`src/rtl/lsu_pkg.sv`:
```
// Shared definitions for the load/store unit.
// funct3 size encodings, the access-size enum and the size-to-bytes helper.
// Used by lsu_unit and lsu_store_align.
package lsu_pkg;

  localparam logic [1:0] F3_SIZE_B = 2'b00;
  localparam logic [1:0] F3_SIZE_H = 2'b01;
  localparam logic [1:0] F3_SIZE_W = 2'b10;
  localparam logic [1:0] F3_SIZE_D = 2'b11;

  typedef enum logic [1:0] {
    SZ_B = F3_SIZE_B,
    SZ_H = F3_SIZE_H,
    SZ_W = F3_SIZE_W,
    SZ_D = F3_SIZE_D
  } access_size_e;

  function automatic logic [3:0] size_bytes(input access_size_e sz);
    logic [3:0] nb;
    nb = 4'd1;
    case (sz)
      SZ_B:    nb = 4'd1;
      SZ_H:    nb = 4'd2;
      SZ_W:    nb = 4'd4;
      SZ_D:    nb = 4'd8;
      default: nb = 4'd1;
    endcase
    return nb;
  endfunction

endpackage

```
`src/rtl/lsu_store_align.sv`:
```
// Store lane alignment: builds the byte-enable mask and lane-positioned write data.
// Latency: purely combinational. Backpressure: none (no handshake).
// Ports: size (access size), offset (byte lane of addr), store_data in;
//        mask (BYTES), data (N) out. Data above the access size is zeroed before shifting.
module lsu_store_align
  import lsu_pkg::*;
#(
  parameter int N     = 64,
  parameter int BYTES = N / 8,
  parameter int OFFW  = $clog2(BYTES)
) (
  input  access_size_e     size,
  input  logic [OFFW-1:0]  offset,
  input  logic [N-1:0]     store_data,
  output logic [BYTES-1:0] mask,
  output logic [N-1:0]     data
);

  logic [BYTES-1:0] base_mask;
  logic [N-1:0]     trunc_data;
  int               nb;

  always_comb begin
    base_mask  = '0;
    trunc_data = '0;
    nb         = int'(size_bytes(size));
    for (int i = 0; i < BYTES; i++) begin
      base_mask[i]      = (i < nb);
      trunc_data[8*i+:8] = base_mask[i] ? store_data[8*i+:8] : 8'h00;
    end
  end

  assign mask = base_mask << offset;
  assign data = trunc_data << {offset, 3'b000};

endmodule

```
`src/rtl/lsu_unit.sv`:
```
// Load/store unit front end: access checks, store lane steering, exception capture.
// Latency: mem_*/writeEnable/exc_* combinational (zero cycle); cap_* registered one edge.
// Backpressure: none; requests are evaluated every cycle they are presented.
// Ports: clk, rst (sync, active-high); load, store, funct3, addr, storeData, exc_clear in;
//        writeEnable, mem_address, mem_writeData, mem_writeMask, exc_valid/exc_StLd/exc_addr,
//        cap_valid/cap_StLd/cap_addr out.
// Optional: define LSU_MISALIGN_CNT_EN to add the 32-bit saturating misalign_cnt output.
module lsu_unit
  import lsu_pkg::*;
#(
  parameter int N     = 64,
  parameter int BYTES = N / 8
) (
  input  logic             clk,
  input  logic             rst,
  input  logic             load,
  input  logic             store,
  input  logic [2:0]       funct3,
  input  logic [N-1:0]     addr,
  input  logic [N-1:0]     storeData,
  input  logic             exc_clear,
  output logic             writeEnable,
  output logic [N-1:0]     mem_address,
  output logic [N-1:0]     mem_writeData,
  output logic [BYTES-1:0] mem_writeMask,
  output logic             exc_valid,
  output logic             exc_StLd,
  output logic [N-1:0]     exc_addr,
  output logic             cap_valid,
  output logic             cap_StLd,
  output logic [N-1:0]     cap_addr
`ifdef LSU_MISALIGN_CNT_EN
  ,
  output logic [31:0]      misalign_cnt
`endif
);

  localparam int OFFW     = $clog2(BYTES);
  localparam bit NO_DWORD = (N == 32);

  access_size_e     size;
  logic [OFFW-1:0]  offset;
  logic             req;
  logic             misaligned;
  logic             illegal;
  logic             store_ok;
  logic [BYTES-1:0] align_mask;
  logic [N-1:0]     align_data;

  assign size   = access_size_e'(funct3[1:0]);
  assign offset = addr[OFFW-1:0];
  assign req    = load | store;

  always_comb begin
    misaligned = 1'b0;
    case (size)
      SZ_H:    misaligned = addr[0];
      SZ_W:    misaligned = |addr[1:0];
      SZ_D:    misaligned = |addr[2:0];
      default: misaligned = 1'b0;
    endcase
  end

  // Stores have no unsigned variant; funct3=111 would be an unsigned doubleword load.
  assign illegal = (load & store)
                 | (store & funct3[2])
                 | (load & (funct3 == 3'b111))
                 | (NO_DWORD & (size == SZ_D));

  assign exc_valid = req & (illegal | misaligned);
  assign exc_StLd  = store;
  assign exc_addr  = addr;

  // load&&store is already illegal, so store_ok implies a pure store.
  assign store_ok = store & ~exc_valid;

  lsu_store_align #(
    .N     (N),
    .BYTES (BYTES),
    .OFFW  (OFFW)
  ) u_store_align (
    .size       (size),
    .offset     (offset),
    .store_data (storeData),
    .mask       (align_mask),
    .data       (align_data)
  );

  assign writeEnable   = store_ok;
  assign mem_address   = addr;
  assign mem_writeMask = store_ok ? align_mask : '0;
  assign mem_writeData = store_ok ? align_data : '0;

  // First exception is held; a clear arriving together with a new exception
  // releases the old one and captures the new one.
  always_ff @(posedge clk) begin
    if (rst) begin
      cap_valid <= 1'b0;
      cap_StLd  <= 1'b0;
      cap_addr  <= '0;
    end else if (exc_valid && (!cap_valid || exc_clear)) begin
      cap_valid <= 1'b1;
      cap_StLd  <= exc_StLd;
      cap_addr  <= exc_addr;
    end else if (exc_clear) begin
      cap_valid <= 1'b0;
    end
  end

`ifdef LSU_MISALIGN_CNT_EN
  logic misalign_only;
  assign misalign_only = req & misaligned & ~illegal;

  always_ff @(posedge clk) begin
    if (rst) begin
      misalign_cnt <= '0;
    end else if (misalign_only && (misalign_cnt != '1)) begin
      misalign_cnt <= misalign_cnt + 32'd1;
    end
  end
`endif

endmodule

```
`config.mk`:
```
export PLATFORM = sky130hd
export DESIGN_NAME = lsu_unit
export DESIGN_NICKNAME = d
export VERILOG_FILES = /design/src/rtl/lsu_pkg.sv /design/src/rtl/lsu_store_align.sv /design/src/rtl/lsu_unit.sv
export SDC_FILE = /design/constraint.sdc
export NUM_CORES = 1
export LEC_CHECK = 0
export ABC_AREA = 1
export BUFFER_PORTS_ARGS = -buffer_cell sky130_fd_sc_hd__buf_4
export CORE_AREA = 4 4 154 156
export DETAILED_ROUTE_END_ITERATION = 6
export DIE_AREA = 0 0 158 160
export PLACE_DENSITY_LB_ADDON = 0.12
export SLEW_MARGIN = 10
export SYNTH_ARGS = -nofsm -noshare
export SYNTH_HDL_FRONTEND = slang
export SYNTH_SLANG_ARGS = --single-unit
```
`constraint.sdc`:
```
create_clock -name clk -period 1.5 [get_ports clk]
set_input_delay 0.075 -clock clk [delete_from_list [all_inputs] [get_ports clk]]
set_output_delay 0.075 -clock clk [all_outputs]
set_load 0.02 [all_outputs]
```
==> results.toml, run 1 <==
[outcome]
status = "finished clean"

[synthesis]
synth-seq-cells = 66
netlist_area_um2 = 6564
synth_flop_cell = "dfxtp_1"
synthTopCellsByArea = "dfxtp_1 20%, nand2_1 18%, buf_4 16%, inv_1 13%, nor2_1 7.3%"
synth_nets = 1326
yosysTopAreaCell = "dfxtp_1"
synthCells = 1190
synthArstFlopShare_pct = 0
synthDistinctLibCells = 26
avgSynthCellArea_um2 = 5.516
synth_top_area_share_pct = 20.13
ys_seq_area_share_pct = 20.13
yosys.cell_count.top_type = "nand2_1"
synth_edf_count = 0
yosys_warnings = 0
synth_common_cells = "317 x nand2_1, 220 x inv_1, 138 x buf_4, 128 x nor2_1, 66 x dfxtp_1"

[worst_setup_path]
cp_max_fo = 7
worst_path_max_delay_cell = "clkbuf_16"
endpoint = "mem_writeData[8]"
ff2ff_setup_slack_ps = 270
crit_path_start = "addr[0]"
crit_type = "in2out"
reg2reg_depth = 6
cp.arrival_ps = 1350
crit_chain = "buf_8 -> nor2_2 -> nor2_2 -> nand2_1 -> nand3_2 -> nor2_4 -> buf_12 -> nand2_8 -> clkbuf_16 -> nor2_4 -> buf_6"
reg2reg_to = "cap_addr[17]"
required_ps = 1420
crit_family = "simple AND/OR/NAND/NOR gates"
crit_path_max_incr_delay_ps = 200
path_depth = 11
end_kind = "output pin"
crit_buf_inv = 4
r2r_start = "cap_valid"
start_kind = "input port"

[timing]
hold-worst-slack_ps = 79.28
period_share_pct = 95.09
setup_viol = 0
slew_headroom_pct = 72.19
worstMarginPinSlew_ps = 417.2
maxSlewViolCount = 0
grt_setup_unrepaired = "true"
fmax_mhz = 701.1
period_minus_slack_ps = 1426
clock_skew_ps = 7.428
finalSetupTns_ps = 0
final-hold-violation-count = 0

[power_and_ir_drop]
p_leak_uw = 0.005871
ir_drop_mv = 0.4776
pwr_density_cell_nw_per_um2 = 735.9

[grt]
busiest_layer = "met2"
grt_usage_pct = 19.50
antenna_found_initial = 1
use_met1_pct = 23.09
use_met3_pct = 4.634
overflow = 0
grt_util_met2_pct = 35.14
grt_start_max_net_pins = 52
first_global_vias = 7319
grt_pass1_wl_mm = 39.83

[clock_network]
numCtsBuffers = 9
cts_sinks = 66
clk_pin_slew_ps = 60
cts_tree = "built"
cts_root_buffer = "clkbuf_16"
cts_buffer_depth = 2
insertion_delay_ps = 330
htreeDepth = 3

[hold_path]
hp-class = "in2reg"

[floorplan]
core_area_um2 = 22370
die_x_um = 158
start_util_pct = 29.35
ios = 405
rows = 55
die_h_um = 160
dieArea_um2 = 25280

[route]
drc = 0
first_pass_iters = 5
drt_iter0_drc = 336
routed_wl_mm = 27.15
viasPerCell = 4.439
vias = 7879
wire_per_inst_um = 15.30
antenna_left = 0

[final_layout]
final_layout_size_suffix_gt1_share_pct = 40.30
syn2layout_area_growth_pct = 56.06
nets = 1622
fin_area_um2 = 10240

[run]
maxCapViolations = 0

[placement]
io_buffers = 404
place_congestion = 0.9419
postPlaceCellArea_um2 = 9376
dp_hpwl_mm = 21.05
-- state kept, by name (all words and copies together) (netlist names) --
| signal | count |
|---|---|
| cap_valid | 1 |
| cap_StLd | 1 |
| cap_addr | 64 |
-- layout by cell type (no fill, tap or decap), types with 2 or more instances in the layout --
master / instances
nand4_1: 65
nor3_1: 2
o21ai_1: 22
buf_4: 441
nor2_4: 11
inv_2: 14
nand2_1: 311
clkbuf_8: 3
nand2_4: 2
mux2i_2: 3
nand3_1: 24
dfxtp_1: 66
or2_2: 2
a21oi_1: 32
a31oi_1: 4
nor2_1: 96
nor2_2: 24
nand2_2: 4
nand3_2: 3
inv_4: 2
mux2i_1: 2
inv_1: 218
buf_6: 23
buf_8: 3
o21ai_0: 44
clkbuf_16: 13
a21oi_2: 23
o21ai_2: 6
buf_12: 15
-- worst min-delay path by stage --
stage          startpoint      endpoint  slack [ps]  cells past startpoint
3_3_place_gp          rst     cap_valid         260                      2
2_1_floorplan         rst     cap_valid         140                      1
5_1_grt          addr[12]  cap_addr[12]          90                      5
4_1_cts          addr[12]  cap_addr[12]          70                      5
3_5_place_dp          rst     cap_valid         260                      2
6_report         addr[12]  cap_addr[12]          80                      5
-- worst min-delay path: cells and delay by family --
family        cells  cell delay (ps)
simple gates      3              190
buf+inv           2              120
-- logic make-up after synthesis --
| logic type | after synthesis | share of synthesized area (%) |
|---|---|---|
| AOI/OAI and AO/OA | 134 | 10.37 |
| buffers and inverters | 439 | 33.93 |
| DFF | 66 | 20.13 |
| muxes | 5 | 0.7625 |
| and+or+nand+nor | 546 | 34.81 |
-- metrics by stage --
| step | total power, uW | setup WS, ps | util [%] | std cells |
|---|---|---|---|---|
| floorplan | 4134 | 18.01 | - | 1190 |
| global placement | 5423 | -195.3 | 41.92 | 1746 |
| detailed placement | 5420 | -188.4 | 41.92 | 1746 |
| CTS | 7504 | -6.357 | 43.71 | 1765 |
| global route | 8024 | -7.542 | 45.80 | 1775 |
| finish | 7538 | 73.66 | 45.80 | 1775 |
-- layer usage --
layer	vias to the layer above	part of all wire [%]
li1	4061	-
met1	3487	40
met2	303	50
met3	28	7.8
met4	0	1.9
met5	-	0
-- final cells by class --
| cell class | count | area (um2) |
|---|---|---|
| Sequential cell | 66 | 1321 |
| Fill cell | 2449 | 12120 |
| Antenna cell | 1 | 2.502 |
| Clock buffer | 12 | 266.5 |
| Timing Repair Buffer | 488 | 4053 |
| Inverter | 236 | 898.4 |
| Tap cell | 285 | 356.6 |
| Multi-Input combinational cell | 685 | 3333 |
| Clock inverter | 2 | 12.51 |
-- timing repair --
action                                 4_1_cts  5_1_grt
resized for setup                           18      104
pin swaps                                    2       14
cloned                                       1        4
setup endpoints to repair                   72       71
setup buffers                                3        5
endpoints found under the hold margin        1        0
hold buffers                                 1        0
-- power breakdown --
group	leakage, uW	internal (uW)	switching [uW]	total, uW
clock network	0.000137	1230	769	2000
logic	0.00519	1460	2020	3480
registers	0.000549	1960	97.4	2060
Note: power is estimated with default switching activity, not from simulation.
==> inputs of run 2 (changes only) <==
BUFFER_PORTS_ARGS = -buffer_cell sky130_fd_sc_hd__buf_2   (was -buffer_cell sky130_fd_sc_hd__buf_4)
CORE_AREA = 4 4 155 157   (was 4 4 154 156)
DIE_AREA = 0 0 159 161   (was 0 0 158 160)
==> run 2 against run 1 <==
Net effect: the flow now finishes with violations (negative setup slack); count of clock-buffer cells in the layout down 3; register-to-register slack better by 60 ps; cell area down 3.2%; sequential share of layout area up 0.42 points; sequential power about the same; critical path type unchanged; critical endpoint is now mem_writeData[36]; largest cell class is now multi-input combinational cells; largest power group unchanged; highest routed layer is now met5.
==> results.toml, run 2 (synthesis results as in run 1) <==
[power_and_ir_drop]
ir_drop_mv = 0.5263
pwr_density_cell_nw_per_um2 = 776.5
p_total_uw = 7700
p_leak_uw = 0.005768

[worst_setup_path]
r2r_start = "cap_valid"
end_kind = "output pin"
ff2ff_setup_slack_ps = 330
worst_path_max_delay_cell = "nor2_4"
start_kind = "input port"
crit_type = "in2out"
cp.arrival_ps = 1460
reg2reg_depth = 6
cp_max_fo = 9
reg2reg_to = "cap_addr[59]"
crit_buf_inv = 6
required_ps = 1420
crit_path_max_incr_delay_ps = 180
crit_family = "buffers and inverters"
crit_chain = "buf_8 -> buf_12 -> nor2_4 -> nor2_2 -> nand2_1 -> nand3_2 -> nor2_4 -> buf_12 -> buf_8 -> inv_12 -> a21oi_4 -> buf_6"

[final_layout]
final_layout_size_suffix_gt1_share_pct = 42.20
fin_area_um2 = 9917
syn2layout_area_growth_pct = 51.09
layout_common_cells = "329 x buf_2, 307 x nand2_1, 218 x inv_1, 101 x buf_4, 87 x nor2_1"
regMostFlops = "cap_addr"
filler_cell_count = 2475
post-route-util_pct = 44.07
largest_reg_flops = 64
nets = 1638
reg_top3 = "cap_addr: 64 flops, cap_StLd: 1 flops, cap_valid: 1 flops"
final_common_cell = "buf_2"

[floorplan]
start_util_pct = 29.17
ios = 405
rows = 55
die_h_um = 161
die_x_um = 159
dieArea_um2 = 25600
core_area_um2 = 22500

[timing]
worstMarginPinSlew_ps = 458.4
grt_setup_unrepaired = "true"
setup_viol = 24
fmax_mhz = 651.7
final-hold-violation-count = 0
setup_ws_ps = -34.39
finalSetupTns_ps = -403.7
slew_headroom_pct = 69.12
clock_skew_ps = 7.558
maxSlewViolCount = 0
period_share_pct = 102.3
period_minus_slack_ps = 1534

[placement]
dp_hpwl_mm = 21.19
place_congestion = 0.9101
io_buffers = 404
postPlaceCellArea_um2 = 8453

[grt]
first_global_vias = 7475
busiest_layer = "met2"
use_met1_pct = 24.24
grt_start_max_net_pins = 50
overflow = 0
grt_util_met2_pct = 35.33
grt_pass1_wl_mm = 41.66
antenna_found_initial = 8
grt_usage_pct = 20.06
use_met3_pct = 4.772

[hold_path]
worstHoldStart = "addr[36]"
hp-class = "in2reg"
whs_path_depth = 5
min_to = "cap_addr[36]"

[run]
maxCapViolations = 0

[clock_network]
cts_root_buffer = "clkbuf_16"
htreeDepth = 3
cts_tree = "built"
clk_pin_slew_ps = 60
numCtsBuffers = 9
insertion_delay_ps = 330
cts_sinks = 66
cts_buffer_depth = 2

[route]
wire_per_inst_um = 15.55
drc = 0
first_pass_iters = 7
vias = 8046
drt_iter0_drc = 306
viasPerCell = 4.475
antenna_left = 0
routed_wl_mm = 27.96

[outcome]
failed_checks = "negative setup slack"
status = "finished, violations left"
-- run 2: changes by cell type in the layout (fill, tap and decap cells not counted), moves of 9 or more --
cell / change
buf_4: -340
buf_2: +329
nor2_4: +16
nor2_1: -9
buf_6: +27
-- run 2: what timing repair did --
action                                  4_1_cts  5_1_grt
pin swaps                                     8       17
hold buffers                                  1        0
resized for setup                           130      145
buffers inserted                              6        2
hold endpoints to repair                      1        0
endpoints found under the setup margin       73       73
gates cloned                                  3        3
-- run 2: layout make-up --
| type | count | area [um2] | share of cell area [%] |
|---|---|---|---|
| diodes | 6 | 15.01 | 0.1514 |
| clock buffers | 9 | 225.2 | 2.271 |
| clock inverters | 7 | 102.6 | 1.035 |
| repair buffers | 504 | 3466 | 34.95 |
| inverters | 236 | 900.9 | 9.084 |
| well taps | 285 | 356.6 | 3.596 |
| multi-input cells | 685 | 3530 | 35.59 |
| flip-flops and latches | 66 | 1321 | 13.32 |
-- run 2: worst max-delay path by stage --
stage | from | endpoint | slack (ps) | cells past startpoint
6_report | funct3[1] | mem_writeData[36] | -30 | 12
3_5_place_dp | funct3[1] | mem_writeData[43] | -260 | 10
5_1_grt | funct3[1] | mem_writeData[60] | -90 | 12
2_1_floorplan | addr[1] | mem_writeData[49] | 20 | 9
4_1_cts | funct3[1] | mem_writeData[5] | -50 | 12
3_3_place_gp | funct3[1] | mem_writeData[43] | -260 | 10
-- run 2: metrics by stage --
step           instances  hold slack [ps]  setup slack (ps)
2_1_floorplan       1190            144.1             18.01
5_1_grt             1797            87.16            -91.00
6_report            1798            77.06            -34.39
4_1_cts             1787            63.72            -54.62
3_5_place_dp        1761            268.6            -264.1
3_3_place_gp        1761            268.3            -255.8
-- run 2: layer usage --
layer / routed length, um / up-vias / share of wire (%)
li1: - / 4108 / -
met4: 652 / 4 / 2.3
met2: 13860 / 337 / 50
met1: 11380 / 3562 / 41
met3: 2057 / 35 / 7.4
met5: 20 / - / 0.072
-- run 2: worst reg2reg max path: cells and delay by family (launching register included) --
kind,cells,cell delay (ps)
flip-flops,1,330
AND/OR/NAND/NOR,4,450
buffers and inverters,2,290
-- run 2: report_power, final --
part | leakage [uW] | internal [uW] | switching [uW]
logic | 0.00506 | 1220 | 2070
clock network | 0.000162 | 1470 | 893
registers | 0.000549 | 1960 | 89.8
total | 0.00577 | 4650 | 3050
